File: src/rtl/dbus_sequencer.sv
// Converts the single-cycle MEM-stage data-bus request into a req/addr_ok/data_ok
// memory transaction, handling lane alignment, address checks and pipeline stall.
module dbus_sequencer #(
  parameter int TIMEOUT_CYCLES = 255
) (
  input  logic        clk,
  input  logic        rst,
  input  logic        dbus_en,
  input  logic [3:0]  dbus_we,
  input  logic [31:0] dbus_addr,
  input  logic [31:0] dbus_data,
  input  logic [1:0]  req_size,
  input  logic        req_sext,
  input  logic        flush,
  output logic        stall,
  output logic [31:0] rdata,
  output logic        rdata_valid,
  output logic        adel,
  output logic        ades,
  output logic        bus_err,
  output logic        mem_req,
  output logic        mem_wr,
  output logic [1:0]  mem_size,
  output logic [31:0] mem_addr,
  output logic [3:0]  mem_wstrb,
  output logic [31:0] mem_wdata,
  input  logic        mem_addr_ok,
  input  logic        mem_data_ok,
  input  logic [31:0] mem_rdata
);

  localparam int CW = (TIMEOUT_CYCLES > 1) ? $clog2(TIMEOUT_CYCLES) : 1;
  localparam logic [CW-1:0] CNT_LAST = CW'(TIMEOUT_CYCLES - 1);

  typedef enum logic [1:0] {IDLE, REQ, WAIT, DONE} state_t;

  state_t        state_q, state_d;
  logic [1:0]    off_q, off_d;
  logic          write_q, write_d;
  logic [1:0]    size_q, size_d;
  logic          sext_q, sext_d;
  logic [31:0]   addr_q, addr_d;
  logic [3:0]    wstrb_q, wstrb_d;
  logic [31:0]   wdata_q, wdata_d;
  logic [31:0]   raw_q, raw_d;
  logic          err_q, err_d;
  logic [CW-1:0] cnt_q, cnt_d;

  logic          mis;
  logic          req_live;
  logic          capture;
  logic [1:0]    size_n;
  logic [31:0]   wdata_rep;
  logic [7:0]    rd_byte;
  logic [15:0]   rd_half;

  // Size 11 is normalised to word so the memory port only ever sees legal sizes.
  always_comb begin
    size_n    = (req_size == 2'b11) ? 2'b10 : req_size;
    mis       = ((req_size == 2'b01) & dbus_addr[0]) | (req_size[1] & (dbus_addr[1:0] != 2'b00));
    req_live  = (state_q == IDLE) & dbus_en & !flush;
    capture   = req_live & !mis;
    wdata_rep = dbus_data;
    case (size_n)
      2'b00:   wdata_rep = {4{dbus_data[7:0]}};
      2'b01:   wdata_rep = {2{dbus_data[15:0]}};
      default: wdata_rep = dbus_data;
    endcase
  end

  always_comb begin
    state_d = state_q;
    off_d   = off_q;
    write_d = write_q;
    size_d  = size_q;
    sext_d  = sext_q;
    addr_d  = addr_q;
    wstrb_d = wstrb_q;
    wdata_d = wdata_q;
    raw_d   = raw_q;
    err_d   = err_q;
    cnt_d   = cnt_q;
    case (state_q)
      IDLE: begin
        if (capture) begin
          state_d = REQ;
          off_d   = dbus_addr[1:0];
          write_d = |dbus_we;
          size_d  = size_n;
          sext_d  = req_sext;
          addr_d  = dbus_addr;
          wstrb_d = dbus_we << dbus_addr[1:0];
          wdata_d = wdata_rep;
          err_d   = 1'b0;
          cnt_d   = '0;
        end
      end
      REQ: begin
        if (mem_addr_ok) begin
          if (mem_data_ok) begin
            raw_d   = mem_rdata;
            state_d = DONE;
          end else begin
            state_d = WAIT;
          end
        end else if (cnt_q == CNT_LAST) begin
          err_d   = 1'b1;
          state_d = DONE;
        end else begin
          cnt_d = cnt_q + 1'b1;
        end
      end
      WAIT: begin
        if (mem_data_ok) begin
          raw_d   = mem_rdata;
          state_d = DONE;
        end
      end
      default: state_d = IDLE;
    endcase
  end

  always_ff @(posedge clk or posedge rst) begin
    if (rst) begin
      state_q <= IDLE;
      off_q   <= '0;
      write_q <= 1'b0;
      size_q  <= '0;
      sext_q  <= 1'b0;
      addr_q  <= '0;
      wstrb_q <= '0;
      wdata_q <= '0;
      raw_q   <= '0;
      err_q   <= 1'b0;
      cnt_q   <= '0;
    end else begin
      state_q <= state_d;
      off_q   <= off_d;
      write_q <= write_d;
      size_q  <= size_d;
      sext_q  <= sext_d;
      addr_q  <= addr_d;
      wstrb_q <= wstrb_d;
      wdata_q <= wdata_d;
      raw_q   <= raw_d;
      err_q   <= err_d;
      cnt_q   <= cnt_d;
    end
  end

  // Load data is extracted from the lane selected by the latched byte offset.
  always_comb begin
    rd_byte = raw_q[7:0];
    case (off_q)
      2'd1:    rd_byte = raw_q[15:8];
      2'd2:    rd_byte = raw_q[23:16];
      2'd3:    rd_byte = raw_q[31:24];
      default: rd_byte = raw_q[7:0];
    endcase
    rd_half = off_q[1] ? raw_q[31:16] : raw_q[15:0];
    rdata   = raw_q;
    case (size_q)
      2'b00:   rdata = {{24{sext_q & rd_byte[7]}}, rd_byte};
      2'b01:   rdata = {{16{sext_q & rd_half[15]}}, rd_half};
      default: rdata = raw_q;
    endcase
  end

  always_comb begin
    stall       = capture | (state_q == REQ) | (state_q == WAIT);
    adel        = req_live & mis & (dbus_we == 4'b0000);
    ades        = req_live & mis & (dbus_we != 4'b0000);
    mem_req     = (state_q == REQ);
    mem_wr      = (state_q == REQ) & write_q;
    mem_size    = size_q;
    mem_addr    = addr_q;
    mem_wstrb   = wstrb_q;
    mem_wdata   = wdata_q;
    rdata_valid = (state_q == DONE) & !write_q & !err_q;
    bus_err     = (state_q == DONE) & err_q;
  end

endmodule

File: config.mk
export PLATFORM = sky130hd
export DESIGN_NAME = dbus_sequencer
export DESIGN_NICKNAME = d
export VERILOG_FILES = /design/src/rtl/dbus_sequencer.sv
export SDC_FILE = /design/constraint.sdc
export NUM_CORES = 1
export LEC_CHECK = 0
export ABC_AREA = 1
export BUFFER_PORTS_ARGS = -buffer_cell sky130_fd_sc_hd__buf_4
export CAP_MARGIN = 20
export CORE_ASPECT_RATIO = 0.9
export CORE_MARGIN = 1.5
export CORE_UTILIZATION = 50
export CTS_BUF_LIST = sky130_fd_sc_hd__clkbuf_16
export CTS_CLUSTER_SIZE = 20
export DETAILED_ROUTE_END_ITERATION = 10
export GPL_ROUTABILITY_DRIVEN = 0
export PLACE_DENSITY_LB_ADDON = 0.2
export SLEW_MARGIN = 20
export SYNTH_ARGS = -nofsm -noshare
export SYNTH_HDL_FRONTEND = slang
export SYNTH_SLANG_ARGS = --single-unit
export TNS_END_PERCENT = 30
File: constraint.sdc
create_clock -name clk -period 5 [get_ports clk]
set_clock_uncertainty 0.15 [all_clocks]
set_input_delay 0.5 -clock clk [delete_from_list [all_inputs] [get_ports clk]]
set_output_delay 0.5 -clock clk [all_outputs]
set_load 0.01 [all_outputs]
==> flow_summary.json <==
{
  "status": "completed",
  "cts_setup_buffers": 0,
  "post-place-ws_ns": 1.930,
  "hold_path_depth": 3,
  "synth.most_common_cell": "nand2_1",
  "ys.flop_type": "dfrtp_1",
  "syn_nets": 900,
  "rows": 37,
  "antenna_found_initial": 0,
  "finalWorstPathRequiredPeriod_ns": 3.536,
  "wl_per_cell_um": 14.28,
  "r2r_setup_slack_ns": 2.06,
  "grt_use_total": 0.2709,
  "portBuffers": 217,
  "yosys-top-cells-area": "dfrtp_1 48%, nand2_1 20%, nand3_1 5.6%",
  "critical-path-max-stage-delay_ns": 0.73,
  "synth_common_cells": "318 x nand2_1, 115 x dfrtp_1, 68 x inv_1, 67 x nand3_1, 51 x o21ai_0",
  "worstReg2RegStart": "state_q[1]",
  "drt-initial-drc-count": 415,
  "dp_hpwl_um": 11460,
  "layout.nets": 1100,
  "grt_max_degree": 78,
  "fin_tns_setup_ns": 0,
  "syn-cell-area_mm2": 0.005938,
  "met2WireLength_um": 7897,
  "hold_viol_final": 0,
  "worst_r2r_path_depth": 8,
  "wl_met1_um": 6828,
  "timing.final.crit_share": 0.7071,
  "vias": 5741,
  "ios": 218,
  "worst_pin_slew_ns": 0.9417,
  "cp.arrival_ns": 2.89,
  "overflow": 0,
  "die_area_mm2": 0.01254,
  "critPathSlowestCell": "dfrtp_1",
  "ys_seq_area_frac": 0.4846,
  "p_leak_uw": 0.004486,
  "cts_buffers": 17,
  "clkLatencyLatePin_ns": 0.41,
  "pwr_density_cell_mw_per_mm2": 675.4,
  "diodes": 0,
  "firstDrtPassIters": 5,
  "r2r-end": "raw_q[5]",
  "crit_type": "reg2out",
  "wl_met3_um": 1401,
  "postCtsHoldBufs": 0,
  "cp_max_fo": 28,
  "area_delta_synth_final_pct": 37.99,
  "synthCells": 785,
  "crit_chain": "nor2_1 -> nand3_1 -> nand3_1 -> buf_4",
  "ir_drop_uv": 328.8,
  "placed_area_mm2": 0.007551,
  "instances_no_fill": 1154,
  "ant_nets": 0,
  "finalWorstSetupSlack_ns": 1.465,
  "ctsResizeCount": 0,
  "synth.largest_area_cell": "dfrtp_1",
  "layout-drive-gt1-share": 0.2806,
  "async_flop_share": 1.000,
  "netlist.area_leader.share": 0.4846,
  "path_buf_inv": 1,
  "routed_via_density": 4.975,
  "ys_types": 33,
  "root_buffer": "clkbuf_16",
  "startpoint_type": "register",
  "clock-sinks": 115,
  "drc_errors": 0,
  "slew_viol_final": 0,
  "die_w_um": 117.9,
  "max-slew-margin-rel": 0.3722,
  "min_to": "mem_addr[30]",
  "rsz0062_at_grt": "no",
  "cts_max_level": 4,
  "setup_viol": 0,
  "synth_edf_count": 0,
  "fmax_ghz": 0.2828,
  "drv_cap": 0,
  "min_from": "dbus_addr[30]",
  "grt_pass1_vias": 5573,
  "hold_class": "in2reg",
  "core_mm2": 0.01148,
  "initial_core_util": 0.5172,
  "crit_required_ns": 4.35,
  "cp_common_cell": "nand3_1",
  "ys_ff_latch": 115,
  "route.top_layer_used": "met4",
  "grt_pass1_wl_um": 26880,
  "clk_pin_slew_ns": 0.06,
  "crit_family": "simple AND/OR/NAND/NOR gates",
  "ys_warn_count": 0,
  "drt_wl_total_um": 16480,
  "cts_tree": "done",
  "fin_area_mm2": 0.008194,
  "place_inst": 1122,
  "max-clock-path-buffers": 2,
  "die_h_um": 106.4,
  "avgSynthCellArea_um2": 7.565,
  "end_kind": "output pin"
}
## cell families (layout without fill, tap and decap cells)
group / Yosys count / count (layout) / synth area share
AND/OR/NAND/NOR: 438 / 438 / 0.3009
buffers and inverters: 110 / 323 / 0.08470
flip-flops: 115 / 115 / 0.4846
AO/OA/AOI/OAI: 116 / 116 / 0.1172
adder cells (fa/ha/maj): 6 / 6 / 0.01264
## registers in the layout (all words and copies together), names as in the netlist
name,count
cnt_q,8
err_q,1
mem_addr,31
mem_size,2
mem_wdata,32
mem_wstrb,4
off_q,1
raw_q,32
sext_q,1
state_q,2
write_q,1
## power breakdown
| part | switching [uW] | internal (uW) |
|---|---|---|
| registers | 360 | 1360 |
| logic | 1340 | 1160 |
| clock network | 435 | 880 |
| total | 2130 | 3400 |
## area by class of cell
cell class                 count  area (um2)
sequential                   115        2878
fill                         960        3287
timing repair buffer         220        1652
inverter                      71       270.3
clock buffer                  17       425.4
multi-input combinational    560        2557
clock inverter                15       216.5
tap                          156       195.2
## worst register-to-register path: cells and delay by family (launching register included)
kind,cells,cell delay (ns)
AND/OR/NAND/NOR,3,0.92
adder cells (fa/ha/maj),1,0.52
buffers and inverters,2,0.54
flip-flops,1,0.40
AO/OA/AOI/OAI,2,0.30
## how the worst max path moves through the flow
stage / cells past startpoint / slack [ns] / startpoint / end
final: 4 / 1.46 / mem_size[1] / rdata[23]
after global routing: 4 / 1.24 / mem_size[1] / rdata[23]
after floorplan: 1 / 1.31 / rst / cnt_q[0]
after CTS: 4 / 1.48 / mem_size[1] / rdata[23]
after detailed placement: 4 / 1.93 / mem_size[1] / rdata[23]
after global placement: 4 / 2.08 / mem_size[1] / rdata[16]
## placed cells by master, fill, tap and decap left out, types with 2 or more instances in the layout
cell type / count
o211ai_1: 3
buf_4: 220
nand3_1: 67
clkinvlp_4: 2
nor2_1: 35
clkinv_4: 3
nand2_1: 318
nand4_1: 2
dfrtp_1: 115
clkbuf_16: 17
a2bb2oi_1: 2
clkinv_2: 2
ha_1: 6
o21ai_0: 51
inv_1: 70
inv_2: 2
o21a_1: 8
nor2_2: 2
o22ai_1: 6
or2_2: 2
o21ai_2: 10
a21oi_1: 30
nand2_2: 8
bufinv_16: 5
## layer usage
layer,vias to the layer above,track usage
met1,2609,0.3323
met2,214,0.4394
li1,2887,-
met4,0,0.1106
met3,31,0.09388
met5,-,0
## through the flow
step                      power [uW]  hold WS [ns]    util
after floorplan                 3058        0.3081       -
after global placement          4173        0.3135  0.6577
after detailed placement        4217        0.3162  0.6577
after CTS                       5557        0.1181  0.7136
after global routing            5930        0.1266  0.7137
final                           5534        0.1275  0.7137
No activity file was read; power rests on OpenSTA's default activity.
